## config.mk

```make
export PLATFORM = sky130hd
export DESIGN_NAME = de2_sram_arbiter_flat
export DESIGN_NICKNAME = d
export VERILOG_FILES = /design/src/rtl/de2_sram_arbiter_pkg.sv /design/src/rtl/de2_sram_arbiter_if.sv /design/src/rtl/de2_sram_arbiter_select.sv /design/src/rtl/de2_sram_arbiter.sv /design/src/flat_wrapper.sv
export SDC_FILE = /design/constraint.sdc
export NUM_CORES = 1
export LEC_CHECK = 0
export ABC_CLOCK_PERIOD_IN_PS = 5150
export BUFFER_PORTS_ARGS = -buffer_cell sky130_fd_sc_hd__buf_2
export CAP_MARGIN = 30
export CORE_ASPECT_RATIO = 1.75
export CORE_UTILIZATION = 51
export CTS_BUF_LIST = sky130_fd_sc_hd__clkbuf_8 sky130_fd_sc_hd__clkbuf_16
export DETAILED_ROUTE_END_ITERATION = 7
export PLACE_DENSITY_LB_ADDON = 0.12
export SYNTH_ARGS = -nofsm -noshare
export SYNTH_HDL_FRONTEND = slang
export SYNTH_HIERARCHICAL = 1
export SYNTH_SLANG_ARGS = --single-unit
```

## constraint.sdc

```tcl
create_clock -name clk -period 5.15 [get_ports clk]
set_clock_uncertainty 0.1 [all_clocks]
set_input_delay 0.7725 -clock clk [delete_from_list [all_inputs] [get_ports clk]]
set_output_delay 0.7725 -clock clk [all_outputs]
set_load 0.005 [all_outputs]
```

## src/rtl/de2_sram_arbiter_pkg.sv

```systemverilog
`default_nettype none
// ------------------------------------------------------------------
// de2_sram_types: shared FSM/owner/grant enums and SRAM drive bundle.
// Rev 1.0
// ------------------------------------------------------------------
package de2_sram_types;

   typedef enum logic [2:0] {
      IDLE     = 3'd0,
      RD_A     = 3'd1,
      RD_B     = 3'd2,
      WR_SETUP = 3'd3,
      WR_PULSE = 3'd4,
      WR_HOLD  = 3'd5
   } t_state;

   typedef enum logic {
      OWN_A = 1'b0,
      OWN_B = 1'b1
   } t_owner;

   typedef enum logic [1:0] {
      GNT_NONE = 2'd0,
      GNT_A    = 2'd1,
      GNT_B    = 2'd2
   } t_grant;

   typedef struct packed {
      logic        ce_n;
      logic        oe_n;
      logic        we_n;
      logic [1:0]  be_n;
      logic [17:0] addr;
      logic [15:0] dq;
      logic        dqe;
   } t_de2_sram_out;

   localparam t_de2_sram_out SRAM_OUT_IDLE = '{
      ce_n: 1'b1, oe_n: 1'b1, we_n: 1'b1, be_n: 2'b11,
      addr: 18'd0, dq: 16'd0, dqe: 1'b0
   };

   // Idle strobes but addr/dq keep their last driven value.
   function automatic t_de2_sram_out f_idle_drive(input t_de2_sram_out prev);
      t_de2_sram_out r;
      r      = SRAM_OUT_IDLE;
      r.addr = prev.addr;
      r.dq   = prev.dq;
      return r;
   endfunction

endpackage
`default_nettype wire

```

## src/rtl/de2_sram_arbiter_if.sv

```systemverilog
`default_nettype none
// ------------------------------------------------------------------
// de2_sram_arbiter_if: requester-side handshake bundle for ports A and B.
// Rev 1.0
// ------------------------------------------------------------------
interface de2_sram_arbiter_if;
   logic        a_req;
   logic [17:0] a_addr;
   logic        a_ack;
   logic        a_rdata_valid;
   logic [15:0] a_rdata;
   logic        b_req;
   logic        b_we;
   logic [17:0] b_addr;
   logic [1:0]  b_be;
   logic [15:0] b_wdata;
   logic        b_ack;
   logic        b_rdata_valid;
   logic [15:0] b_rdata;

   modport master (
      output a_req, a_addr, b_req, b_we, b_addr, b_be, b_wdata,
      input  a_ack, a_rdata_valid, a_rdata, b_ack, b_rdata_valid, b_rdata
   );

   modport slave (
      input  a_req, a_addr, b_req, b_we, b_addr, b_be, b_wdata,
      output a_ack, a_rdata_valid, a_rdata, b_ack, b_rdata_valid, b_rdata
   );
endinterface
`default_nettype wire

```

## src/rtl/de2_sram_arbiter_select.sv

```systemverilog
`default_nettype none
// ------------------------------------------------------------------
// de2_sram_arb_select: A-priority grant decision, optional starve limit.
// Option: DE2_SRAM_ARB_STARVE_LIMIT_EN. Rev 1.0
// ------------------------------------------------------------------
module de2_sram_arb_select
   import de2_sram_types::*;
#(
   parameter int STARVE_LIMIT = 8
) (
   input  wire logic clk,
   input  wire logic reset,
   input  wire logic decide_i,
   input  wire logic a_req_i,
   input  wire logic b_req_i,
   output t_grant    grant_o
);

`ifdef DE2_SRAM_ARB_STARVE_LIMIT_EN
   logic [7:0] starve_cnt_q;
   logic       starve;

   assign starve = b_req_i && (starve_cnt_q == 8'(STARVE_LIMIT));

   always_comb begin
      grant_o = GNT_NONE;
      if (decide_i) begin
         if (a_req_i && !starve) grant_o = GNT_A;
         else if (b_req_i)       grant_o = GNT_B;
      end
   end

   // Counts A grants that B had to sit through.
   always_ff @(posedge clk or posedge reset) begin
      if (reset)
         starve_cnt_q <= 8'd0;
      else if (!b_req_i || grant_o == GNT_B)
         starve_cnt_q <= 8'd0;
      else if (grant_o == GNT_A)
         starve_cnt_q <= starve_cnt_q + 8'd1;
   end
`else
   logic unused_sel;
   assign unused_sel = clk ^ reset ^ (STARVE_LIMIT != 0);

   always_comb begin
      grant_o = GNT_NONE;
      if (decide_i) begin
         if (a_req_i)      grant_o = GNT_A;
         else if (b_req_i) grant_o = GNT_B;
      end
   end
`endif

endmodule
`default_nettype wire

```

## src/rtl/de2_sram_arbiter.sv

```systemverilog
`default_nettype none
// ------------------------------------------------------------------
// de2_sram_arbiter: sequences DE2 async SRAM cycles for ports A and B.
// Option: DE2_SRAM_ARB_STARVE_LIMIT_EN. Rev 1.0
// ------------------------------------------------------------------
module de2_sram_arbiter
   import de2_sram_types::*;
#(
   parameter int STARVE_LIMIT = 8
) (
   input  wire logic        clk,
   input  wire logic        reset,
   de2_sram_arbiter_if.slave bus,
   output logic             de2_sram_out__ce_n,
   output logic             de2_sram_out__oe_n,
   output logic             de2_sram_out__we_n,
   output logic [1:0]       de2_sram_out__be_n,
   output logic [17:0]      de2_sram_out__addr,
   output logic [15:0]      de2_sram_out__dq,
   output logic             de2_sram_out__dqe,
   input  wire logic [15:0] de2_sram_in__dq
);

   t_state        state_q;
   t_owner        owner_q;
   t_de2_sram_out out_q;
   logic          a_ack_q, b_ack_q, a_vld_q, b_vld_q;
   logic [15:0]   a_rdata_q, b_rdata_q;
   logic          decide;
   t_grant        grant;

   assign decide = (state_q == IDLE) || (state_q == RD_B) || (state_q == WR_HOLD);

   de2_sram_arb_select #(.STARVE_LIMIT(STARVE_LIMIT)) u_select (
      .clk      (clk),
      .reset    (reset),
      .decide_i (decide),
      .a_req_i  (bus.a_req),
      .b_req_i  (bus.b_req),
      .grant_o  (grant)
   );

   always_ff @(posedge clk or posedge reset) begin
      if (reset) begin
         state_q   <= IDLE;
         owner_q   <= OWN_A;
         out_q     <= SRAM_OUT_IDLE;
         a_ack_q   <= 1'b0;
         b_ack_q   <= 1'b0;
         a_vld_q   <= 1'b0;
         b_vld_q   <= 1'b0;
         a_rdata_q <= 16'd0;
         b_rdata_q <= 16'd0;
      end else begin
         a_ack_q <= 1'b0;
         b_ack_q <= 1'b0;
         a_vld_q <= 1'b0;
         b_vld_q <= 1'b0;
         // The edge ending RD_B both samples the pins and makes the next grant.
         if (state_q == RD_B) begin
            if (owner_q == OWN_A) begin
               a_rdata_q <= de2_sram_in__dq;
               a_vld_q   <= 1'b1;
            end else begin
               b_rdata_q <= de2_sram_in__dq;
               b_vld_q   <= 1'b1;
            end
         end
         case (state_q)
            RD_A: state_q <= RD_B;
            WR_SETUP: begin
               state_q    <= WR_PULSE;
               out_q.we_n <= 1'b0;
            end
            WR_PULSE: begin
               state_q    <= WR_HOLD;
               out_q.we_n <= 1'b1;
            end
            default: begin
               case (grant)
                  GNT_A: begin
                     state_q <= RD_A;
                     owner_q <= OWN_A;
                     a_ack_q <= 1'b1;
                     out_q   <= '{ce_n: 1'b0, oe_n: 1'b0, we_n: 1'b1, be_n: 2'b00,
                                  addr: bus.a_addr, dq: out_q.dq, dqe: 1'b0};
                  end
                  GNT_B: begin
                     owner_q <= OWN_B;
                     b_ack_q <= 1'b1;
                     if (bus.b_we) begin
                        state_q <= WR_SETUP;
                        out_q   <= '{ce_n: 1'b0, oe_n: 1'b1, we_n: 1'b1, be_n: ~bus.b_be,
                                     addr: bus.b_addr, dq: bus.b_wdata, dqe: 1'b1};
                     end else begin
                        state_q <= RD_A;
                        out_q   <= '{ce_n: 1'b0, oe_n: 1'b0, we_n: 1'b1, be_n: 2'b00,
                                     addr: bus.b_addr, dq: out_q.dq, dqe: 1'b0};
                     end
                  end
                  default: begin
                     state_q <= IDLE;
                     out_q   <= f_idle_drive(out_q);
                  end
               endcase
            end
         endcase
      end
   end

   assign bus.a_ack            = a_ack_q;
   assign bus.a_rdata_valid    = a_vld_q;
   assign bus.a_rdata          = a_rdata_q;
   assign bus.b_ack            = b_ack_q;
   assign bus.b_rdata_valid    = b_vld_q;
   assign bus.b_rdata          = b_rdata_q;

   assign de2_sram_out__ce_n = out_q.ce_n;
   assign de2_sram_out__oe_n = out_q.oe_n;
   assign de2_sram_out__we_n = out_q.we_n;
   assign de2_sram_out__be_n = out_q.be_n;
   assign de2_sram_out__addr = out_q.addr;
   assign de2_sram_out__dq   = out_q.dq;
   assign de2_sram_out__dqe  = out_q.dqe;

endmodule
`default_nettype wire

```

## src/flat_wrapper.sv

```systemverilog
// flat-port wrapper written by rule: the top's interface ports become plain ports
module de2_sram_arbiter_flat import de2_sram_types::*;
#(
   parameter int STARVE_LIMIT = 8
)
  (clk, reset, de2_sram_out__ce_n, de2_sram_out__oe_n, de2_sram_out__we_n, de2_sram_out__be_n, de2_sram_out__addr, de2_sram_out__dq, de2_sram_out__dqe, de2_sram_in__dq, bus_a_req, bus_a_addr, bus_b_req, bus_b_we, bus_b_addr, bus_b_be, bus_b_wdata, bus_a_ack, bus_a_rdata_valid, bus_a_rdata, bus_b_ack, bus_b_rdata_valid, bus_b_rdata);
  de2_sram_arbiter_if bus_i ();
  input  wire logic clk;
  input  wire logic reset;
  output logic de2_sram_out__ce_n;
  output logic de2_sram_out__oe_n;
  output logic de2_sram_out__we_n;
  output logic [1:0] de2_sram_out__be_n;
  output logic [17:0] de2_sram_out__addr;
  output logic [15:0] de2_sram_out__dq;
  output logic de2_sram_out__dqe;
  input  wire logic [15:0] de2_sram_in__dq;
  input wire logic [$bits(bus_i.a_req)-1:0] bus_a_req;
  input wire logic [$bits(bus_i.a_addr)-1:0] bus_a_addr;
  input wire logic [$bits(bus_i.b_req)-1:0] bus_b_req;
  input wire logic [$bits(bus_i.b_we)-1:0] bus_b_we;
  input wire logic [$bits(bus_i.b_addr)-1:0] bus_b_addr;
  input wire logic [$bits(bus_i.b_be)-1:0] bus_b_be;
  input wire logic [$bits(bus_i.b_wdata)-1:0] bus_b_wdata;
  output wire logic [$bits(bus_i.a_ack)-1:0] bus_a_ack;
  output wire logic [$bits(bus_i.a_rdata_valid)-1:0] bus_a_rdata_valid;
  output wire logic [$bits(bus_i.a_rdata)-1:0] bus_a_rdata;
  output wire logic [$bits(bus_i.b_ack)-1:0] bus_b_ack;
  output wire logic [$bits(bus_i.b_rdata_valid)-1:0] bus_b_rdata_valid;
  output wire logic [$bits(bus_i.b_rdata)-1:0] bus_b_rdata;
  assign bus_i.a_req = bus_a_req;
  assign bus_i.a_addr = bus_a_addr;
  assign bus_i.b_req = bus_b_req;
  assign bus_i.b_we = bus_b_we;
  assign bus_i.b_addr = bus_b_addr;
  assign bus_i.b_be = bus_b_be;
  assign bus_i.b_wdata = bus_b_wdata;
  assign bus_a_ack = bus_i.a_ack;
  assign bus_a_rdata_valid = bus_i.a_rdata_valid;
  assign bus_a_rdata = bus_i.a_rdata;
  assign bus_b_ack = bus_i.b_ack;
  assign bus_b_rdata_valid = bus_i.b_rdata_valid;
  assign bus_b_rdata = bus_i.b_rdata;
  de2_sram_arbiter #(.STARVE_LIMIT(STARVE_LIMIT)) u_core (.clk(clk), .reset(reset), .bus(bus_i), .de2_sram_out__ce_n(de2_sram_out__ce_n), .de2_sram_out__oe_n(de2_sram_out__oe_n), .de2_sram_out__we_n(de2_sram_out__we_n), .de2_sram_out__be_n(de2_sram_out__be_n), .de2_sram_out__addr(de2_sram_out__addr), .de2_sram_out__dq(de2_sram_out__dq), .de2_sram_out__dqe(de2_sram_out__dqe), .de2_sram_in__dq(de2_sram_in__dq));
endmodule
```

==> results of run 1 <==
final cells by class:
type / instances / area (µm²) / share of cell area, %
clock buffer: 11 / 151 / 3.40
clock inverter: 5 / 47.5 / 1.07
sequential: 80 / 2010 / 45.1
multi-input combinational: 134 / 1310 / 29.5
tap: 80 / 100 / 2.25
timing repair buffer: 155 / 816 / 18.3
inverter: 4 / 16.3 / 0.365
per-layer routing:
metal  vias to the layer above  routed length (µm)  share of wire (%)
met5                         -                   0                  0
met4                         0                 165                2.4
met3                        13                 508                7.3
met2                        96                3690                 53
met1                      1187                2590                 37
li1                       1126                   -                  -
flip-flops by register name, indices dropped and copies added (netlist names):
name,flops
u_core/de2_sram_out__addr,18
u_core/bus.a_rdata,16
u_core/bus.b_rdata,16
u_core/de2_sram_out__dq,16
u_core/state_q,3
u_core/de2_sram_out__be_n,2
u_core/bus.a_ack,1
u_core/bus.a_rdata_valid,1
u_core/bus.b_ack,1
u_core/bus.b_rdata_valid,1
u_core/de2_sram_out__ce_n,1
u_core/de2_sram_out__dqe,1
u_core/de2_sram_out__oe_n,1
u_core/de2_sram_out__we_n,1
u_core/owner_q,1
where the power goes:
part / internal [mW] / total (mW) / switching [mW] / leakage, nW
sequential: 0.890 / 1.03 / 0.138 / 1.02
clock: 0.245 / 0.454 / 0.208 / 0.112
combinational: 0.553 / 0.971 / 0.418 / 1.21
synthesized netlist by cell type, types with 3 or more instances:
cell      number  area share (%)
a22o_1        18             4.7
o21ai_0        4            0.59
dfstp_2        5             3.9
ha_1           3             1.1
buf_2          3            0.44
inv_1          4            0.44
buf_4          3            0.67
mux2_1        10             3.3
mux2_2        60              20
clkbuf_1       5            0.55
dfrtp_1       75              55
nor2b_1       17             3.1
critical path: stages, from the launching register on:
cell      delay [ps]
dfrtp_1          560
nand3b_1         130
o21ai_0          130
and3b_1          250
ha_1             680
nand2_1          220
nor3_4           640
mux2_2           410
cells by family (layout without fill, tap and decap cells):
kind of cell / after synthesis / count (layout) / synth area share (%)
and+or+nand+nor: 33 / 33 / 7.25
buffers and inverters: 16 / 175 / 2.44
muxes: 70 / 70 / 23.3
AOI/OAI and AO/OA: 28 / 28 / 6.51
DFF: 80 / 80 / 59.4
adders and majority gates: 3 / 3 / 1.11
path summary, 6_finish.rpt:
path,from,to,slack [ps],depth (start not counted)
min in group clk,u_core/de2_sram_out__we_n,u_core/de2_sram_out__we_n,380,2
hold reg to reg,u_core/de2_sram_out__we_n,u_core/de2_sram_out__we_n,380,2
max in group asynchronous,reset,u_core/de2_sram_out__we_n,3970,4
setup / recovery,u_core/state_q[0],u_core/de2_sram_out__dq[15],1910,7
setup reg to reg,u_core/state_q[0],u_core/de2_sram_out__dq[15],1910,7
hold / removal,reset,u_core/de2_sram_out__dq[14],370,3
==> flow_summary.toml, run 1 <==
[run_status]
status = "complete, no violations"

[global_routing]
grt_pass1_wl_mm = 11.3
use_met1_pct = 23.8
grt-ovfl-total = 0
grt_max_degree = 81
grtUsageMet3_pct = 5.91
grt_busiest_layer = "met2"
grt_pass1_vias = 2471
use_met2_pct = 37.2
globalRouteTotalUtil_pct = 21.5
antenna_found_initial = 0

[power_and_ir_drop]
leakage_nw = 2.33
p_per_area_mw_per_mm2 = 551
peakVddDrop_v = 0.000354
power_mw = 2.45

[sta]
rsz0062_at_grt = "false"
whs_ps = 372
slew_violations = 0
max_freq_mhz = 309
hold_viol_final = 0
fin_crit_sh_pct = 62.9
tightestPinTransition_ps = 791
period_needed_ps = 3240
setup_viol = 0
setup-tns-final_ps = 0
fin_ws_ps = 1910
slew_headroom_pct = 47.2

[drt]
via_count = 2422
wire_per_inst_um = 14.8
drt_pass1_iterations = 3
drc = 0
ant_nets = 0
viasPerCell = 5.16
wirelength_mm = 6.96
drt_iter0_drc = 110

[place]
place_area_mm2 = 0.00422
place_hpwl_mm = 5.09
dp.cells = 452
place_ws_ps = 1810
io_buffer_count = 150
place.gp.congestion = 0.732

[layout]
drive_above_1_share_pct = 62.2
final_cell_area_mm2 = 0.00445
finalNetCount = 462
final_common_cell = "buf_2"
fill_cells = 498
final_util_pct = 70.9
final_cells = 469
antenna_cells = 0
mostFrequentLayoutCells = "150 x buf_2, 75 x dfrtp_1, 60 x mux2_2"
syn_to_final_growth_pct = 31.6

[floorplanning]
die_x_um = 63.6
core_mm2 = 0.00628
initial_core_util_pct = 53.9
die_area_mm2 = 0.00697
num_io_pins = 151
fp-row-count = 38
die_h_um = 110

[clocking]
cts_resized = 0
insertion_delay_ps = 350
clk_pin_slew_ps = 70
post-cts-setup-buffer-count = 0
cts_root_buffer = "clkbuf_8"
h-tree-depth = 3
cts_tree = "yes"
cts_buffers = 9
cts.hold.buffers_added = 0
clock_sinks = 80
cts_buffer_depth = 2

[yosys]
ys.flop_type = "dfrtp_1"
synth_edf_count = 0
syn_area_mm2 = 0.00338
ys_seq_area_share_pct = 59.4
synth_nets = 308
syn_inst = 230
avgSynthCellArea_um2 = 14.7
ys_seq_elements = 80
synth_cell_types = 30
async_flop_share_pct = 100
synth_warnings = 6

[setup_path]
required_ps = 5280
criticalPathCategory = "reg -> reg"
cp_max_fo = 21
worst_ep_arrival_time_ps = 3370
end_kind = "flop"
cp-start-kind = "flop"

[hold_path]
worstHoldPathType = "in -> async"

[job]
cap_violations = 0
Power figures use the tool's default switching activity.
==> run 2: changes to the inputs <==
Settings changed: ABC_CLOCK_PERIOD_IN_PS 5150 to 3400, CORE_UTILIZATION 51 to 47.
Clock period 5.15 ns to 3.4 ns, I/O delays scaled along.
==> flow_summary.toml, run 2 (synthesis results as in run 1) <==
[power_and_ir_drop]
p_per_area_mw_per_mm2 = 863
peakVddDrop_v = 0.000544
leakage_nw = 2.37

[run_status]
status = "complete, no violations"

[floorplanning]
die_area_mm2 = 0.00755
die_h_um = 114
die_x_um = 66.1
fp-row-count = 40
initial_core_util_pct = 49.0
core_mm2 = 0.00691
num_io_pins = 151

[place]
place.gp.congestion = 0.733
place_hpwl_mm = 5.15
place_ws_ps = 646
io_buffer_count = 150

[layout]
largest_register_ffs = 18
drive_above_1_share_pct = 61.8
final_common_cell = "buf_2"
mostFrequentLayoutCells = "150 x buf_2, 75 x dfrtp_1, 60 x mux2_2"
fill_cells = 553
syn_to_final_growth_pct = 33.6
antenna_cells = 0
finalNetCount = 463

[setup_path]
cp-start-kind = "flop"
required_ps = 3510
rrSetupSlack_ps = 670
cp_max_fo = 19
end_kind = "flop"
r2r_cells = 8
timing.rr.end = "u_core/de2_sram_out__addr[8]"
worst_ep_arrival_time_ps = 2840
r2r_start = "u_core/state_q[0]"
criticalPathCategory = "reg -> reg"

[clocking]
cts_tree = "yes"
cts_buffer_depth = 2
post-cts-setup-buffer-count = 0
clock_sinks = 80
cts.hold.buffers_added = 0
clk_pin_slew_ps = 60
h-tree-depth = 3
cts_root_buffer = "clkbuf_16"
insertion_delay_ps = 320
cts_resized = 0
cts_buffers = 9

[sta]
hold_viol_final = 0
rsz0062_at_grt = "false"
slew_violations = 0
fin_ws_ps = 670
setup-tns-final_ps = 0
slew_headroom_pct = 47.3
fin_crit_sh_pct = 80.3
period_needed_ps = 2730
max_freq_mhz = 366
setup_viol = 0
tightestPinTransition_ps = 791

[drt]
via_count = 2406
drt_iter0_drc = 127
wirelength_mm = 7.00
drt_pass1_iterations = 4
drc = 0
ant_nets = 0
viasPerCell = 5.08
wire_per_inst_um = 14.8

[global_routing]
grt_pass1_wl_mm = 11.2
globalRouteTotalUtil_pct = 20.0
grt_max_degree = 41
grt_pass1_vias = 2464
antenna_found_initial = 0
grt-ovfl-total = 0

[hold_path]
worstHoldPathType = "in -> async"

[job]
cap_violations = 0
## run 2: changes by cell type in the layout (fill, tap and decap cells not counted), moves of 2 or more
cell / before / now
clkbuf_16: 0 / 9
clkbuf_8: 11 / 3
buf_4: 2 / 6
buf_6: 2 / 0
clkinv_2: 3 / 1
inv_1: 5 / 7
## run 2: worst max-delay path, cell delays in order, from the launching register on
cell,delay [ps]
dfrtp_1,550
nand3b_1,110
o21ai_0,100
and2_2,190
inv_1,50
ha_1,540
nor3_2,300
buf_4,300
mux2_2,370
## run 2: layer usage
| layer | vias up | track usage, % | wire [µm] |
|---|---|---|---|
| met5 | - | 0 | 0 |
| met4 | 0 | 8.51 | 99 |
| met3 | 7 | 5.78 | 522 |
| met2 | 89 | 35.5 | 3760 |
| met1 | 1174 | 21.5 | 2610 |
| li1 | 1136 | - | - |
## run 2: layout make-up
class	instances	area [µm²]	share of cell area [%]
sequential	80	2010	44.4
multi-input combinational	134	1310	29.0
timing repair buffer	156	796	17.6
clock buffer	12	267	5.90
tap	84	105	2.33
inverter	4	16.3	0.360
clock inverter	4	15.0	0.332
## run 2: how the worst max path moves through the flow
stage,from,to,slack (ps),depth (start not counted)
floorplan,reset,u_core/bus.a_ack,750,1
global placement,u_core/state_q[0],u_core/de2_sram_out__addr[14],720,8
detailed placement,u_core/state_q[0],u_core/de2_sram_out__addr[8],650,8
CTS,u_core/state_q[0],u_core/de2_sram_out__addr[8],640,8
global route,u_core/state_q[0],u_core/de2_sram_out__addr[15],420,8
finish,u_core/state_q[0],u_core/de2_sram_out__addr[8],670,8
## run 2: per-stage QoR
step / hold slack [ps] / std cells / utilization, % / area [µm²] / power [mW]
floorplan: 358 / 230 / - / 3380 / 2.47
global placement: 363 / 458 / 61.3 / 4240 / 3.02
detailed placement: 373 / 458 / 61.3 / 4240 / 3.07
CTS: 172 / 474 / 65.4 / 4520 / 3.96
global route: 208 / 474 / 65.4 / 4520 / 4.16
finish: 154 / 474 / 65.4 / 4520 / 3.90
## run 2: power by group
part	total [mW]	internal [mW]	switching [mW]	leakage [nW]
Clock	0.879	0.543	0.336	0.154
Combinational	1.46	0.831	0.626	1.20
Sequential	1.56	1.35	0.213	1.02
Total	3.90	2.72	1.17	2.37
==> run 3: changes to the inputs <==
Settings changed: ABC_CLOCK_PERIOD_IN_PS 3400 to 2400, CORE_UTILIZATION 47 to 42.
Clock period 3.4 ns to 2.4 ns, I/O delays scaled along.
==> flow_summary.toml, run 3 (synthesis results as in run 1) <==
[layout]
drive_above_1_share_pct = 63.1
antenna_cells = 0
final_cell_area_mm2 = 0.00465
finalNetCount = 471
final_common_cell = "buf_2"
largest_register_ffs = 18
syn_to_final_growth_pct = 37.4
mostFrequentLayoutCells = "150 x buf_2, 75 x dfrtp_1, 60 x mux2_2"

[floorplanning]
core_mm2 = 0.00786
die_h_um = 121
fp-row-count = 43
initial_core_util_pct = 43.1
die_x_um = 69.8
num_io_pins = 151
die_area_mm2 = 0.00843

[power_and_ir_drop]
pwr-share-seq_pct = 37.8
power_frac_clock_pct = 23.5
p_int_mw = 4.01
p_per_area_mw_per_mm2 = 1230
peakVddDrop_v = 0.000709
power_frac_comb_pct = 38.7
p_sw_share_pct = 30.0
leakage_nw = 2.42
power.switching_mw = 1.72

[drt]
drt_pass1_iterations = 4
viasPerCell = 4.94
drt_iter0_drc = 67
ant_nets = 0
drc = 0
via_count = 2412
wire_per_inst_um = 14.6
wirelength_mm = 7.13

[setup_path]
worstPathCellList = "nand3b_1 -> o21ai_0 -> and2_2 -> inv_1 -> ha_1 -> nor3_2 -> buf_12 -> mux2_2"
cp-start-kind = "flop"
cpPeakStageDelay_ps = 380
cp_num_buf_inv = 2
crit_family = "simple AND/OR/NAND/NOR gates"
required_ps = 2510
worst_ep_arrival_time_ps = 2360
criticalPathCategory = "reg -> reg"
critical-path-slowest-cell = "dfrtp_1"
cp_max_fo = 19
end_kind = "flop"

[global_routing]
grt_pass1_vias = 2470
grt_max_degree = 41
grt_pass1_wl_mm = 11.8
grt-ovfl-total = 0
globalRouteTotalUtil_pct = 18.2
antenna_found_initial = 0

[clocking]
h-tree-depth = 3
insertion_delay_ps = 330
cts_buffers = 9
cts_buffer_depth = 2
clock_sinks = 80
cts_root_buffer = "clkbuf_16"
clk_pin_slew_ps = 60
post-cts-setup-buffer-count = 0
cts_tree = "yes"

[sta]
rsz0062_at_grt = "false"
fin_crit_sh_pct = 93.6
setup-tns-final_ps = 0
slew_violations = 0
setup_viol = 0
slew_headroom_pct = 64.2
max_freq_mhz = 445
tightestPinTransition_ps = 536
period_needed_ps = 2250
fin_ws_ps = 155
hold_viol_final = 0

[run_status]
status = "complete, no violations"

[place]
place_hpwl_mm = 5.15
io_buffer_count = 150
place_ws_ps = 185
place_area_mm2 = 0.00434
place.gp.congestion = 0.697

[hold_path]
worstHoldPathType = "in -> reg"

[job]
cap_violations = 0
==> run 3: power by group through the flow <==
| stage | logic [mW] | registers (mW) | clock network [mW] |
|---|---|---|---|
| finish | 2.21 | 2.16 | 1.35 |
| global route | 2.45 | 2.24 | 1.44 |
| CTS | 2.26 | 2.17 | 1.39 |
| detailed placement | 2.26 | 2.19 | 0 |
| global placement | 2.22 | 2.18 | 0 |
| floorplan | 1.25 | 2.25 | 0 |
==> run 3: stage by stage <==
step / total power [mW] / std cells / hold slack, ps / utilization [%]
6_report: 5.72 / 488 / 168 / 59.1
3_5_place_dp: 4.45 / 471 / 340 / 55.2
5_1_grt: 6.13 / 488 / 162 / 59.1
3_3_place_gp: 4.40 / 471 / 341 / 55.2
4_1_cts: 5.82 / 488 / 157 / 59.1
2_1_floorplan: 3.50 / 230 / 358 / -
==> run 3: repair_timing <==
item,4_1_cts,5_1_grt
hold endpoints to repair,21,0
gates resized for setup,0,0
hold buffers,1,0
==> run 3: layout make-up <==
| type | count | area [µm²] |
|---|---|---|
| fillers | 670 | 3210 |
| well taps | 90 | 113 |
| flip-flops and latches | 80 | 2010 |
| clock inverters | 6 | 60.1 |
| repair buffers | 164 | 896 |
| clock buffers | 10 | 239 |
| inverters | 4 | 18.8 |
| multi-input cells | 134 | 1310 |
==> run 3: routing by layer <==
metal  up-vias  wire length (µm)  global-route usage, %
li1       1145                 -                      -
met1      1160              2730                   19.8
met2        97              3810                   31.9
met3        10               430                   4.42
met4         0               160                   10.1
met5         -                 0                      0
==> run 3: worst paths after layout <==
path                                           start                            end  slack [ps]  depth (start not counted)
max                                u_core/state_q[1]  u_core/de2_sram_out__addr[17]         150                          8
min                               de2_sram_in__dq[3]          u_core/bus.a_rdata[3]         170                          2
max reg2reg                        u_core/state_q[1]  u_core/de2_sram_out__addr[17]         150                          8
min reg2reg                u_core/de2_sram_out__we_n      u_core/de2_sram_out__we_n         370                          2
max in group asynchronous                      reset         u_core/bus.a_rdata[13]         930                          5
min in group asynchronous                      reset          u_core/bus.b_rdata[7]         530                          3
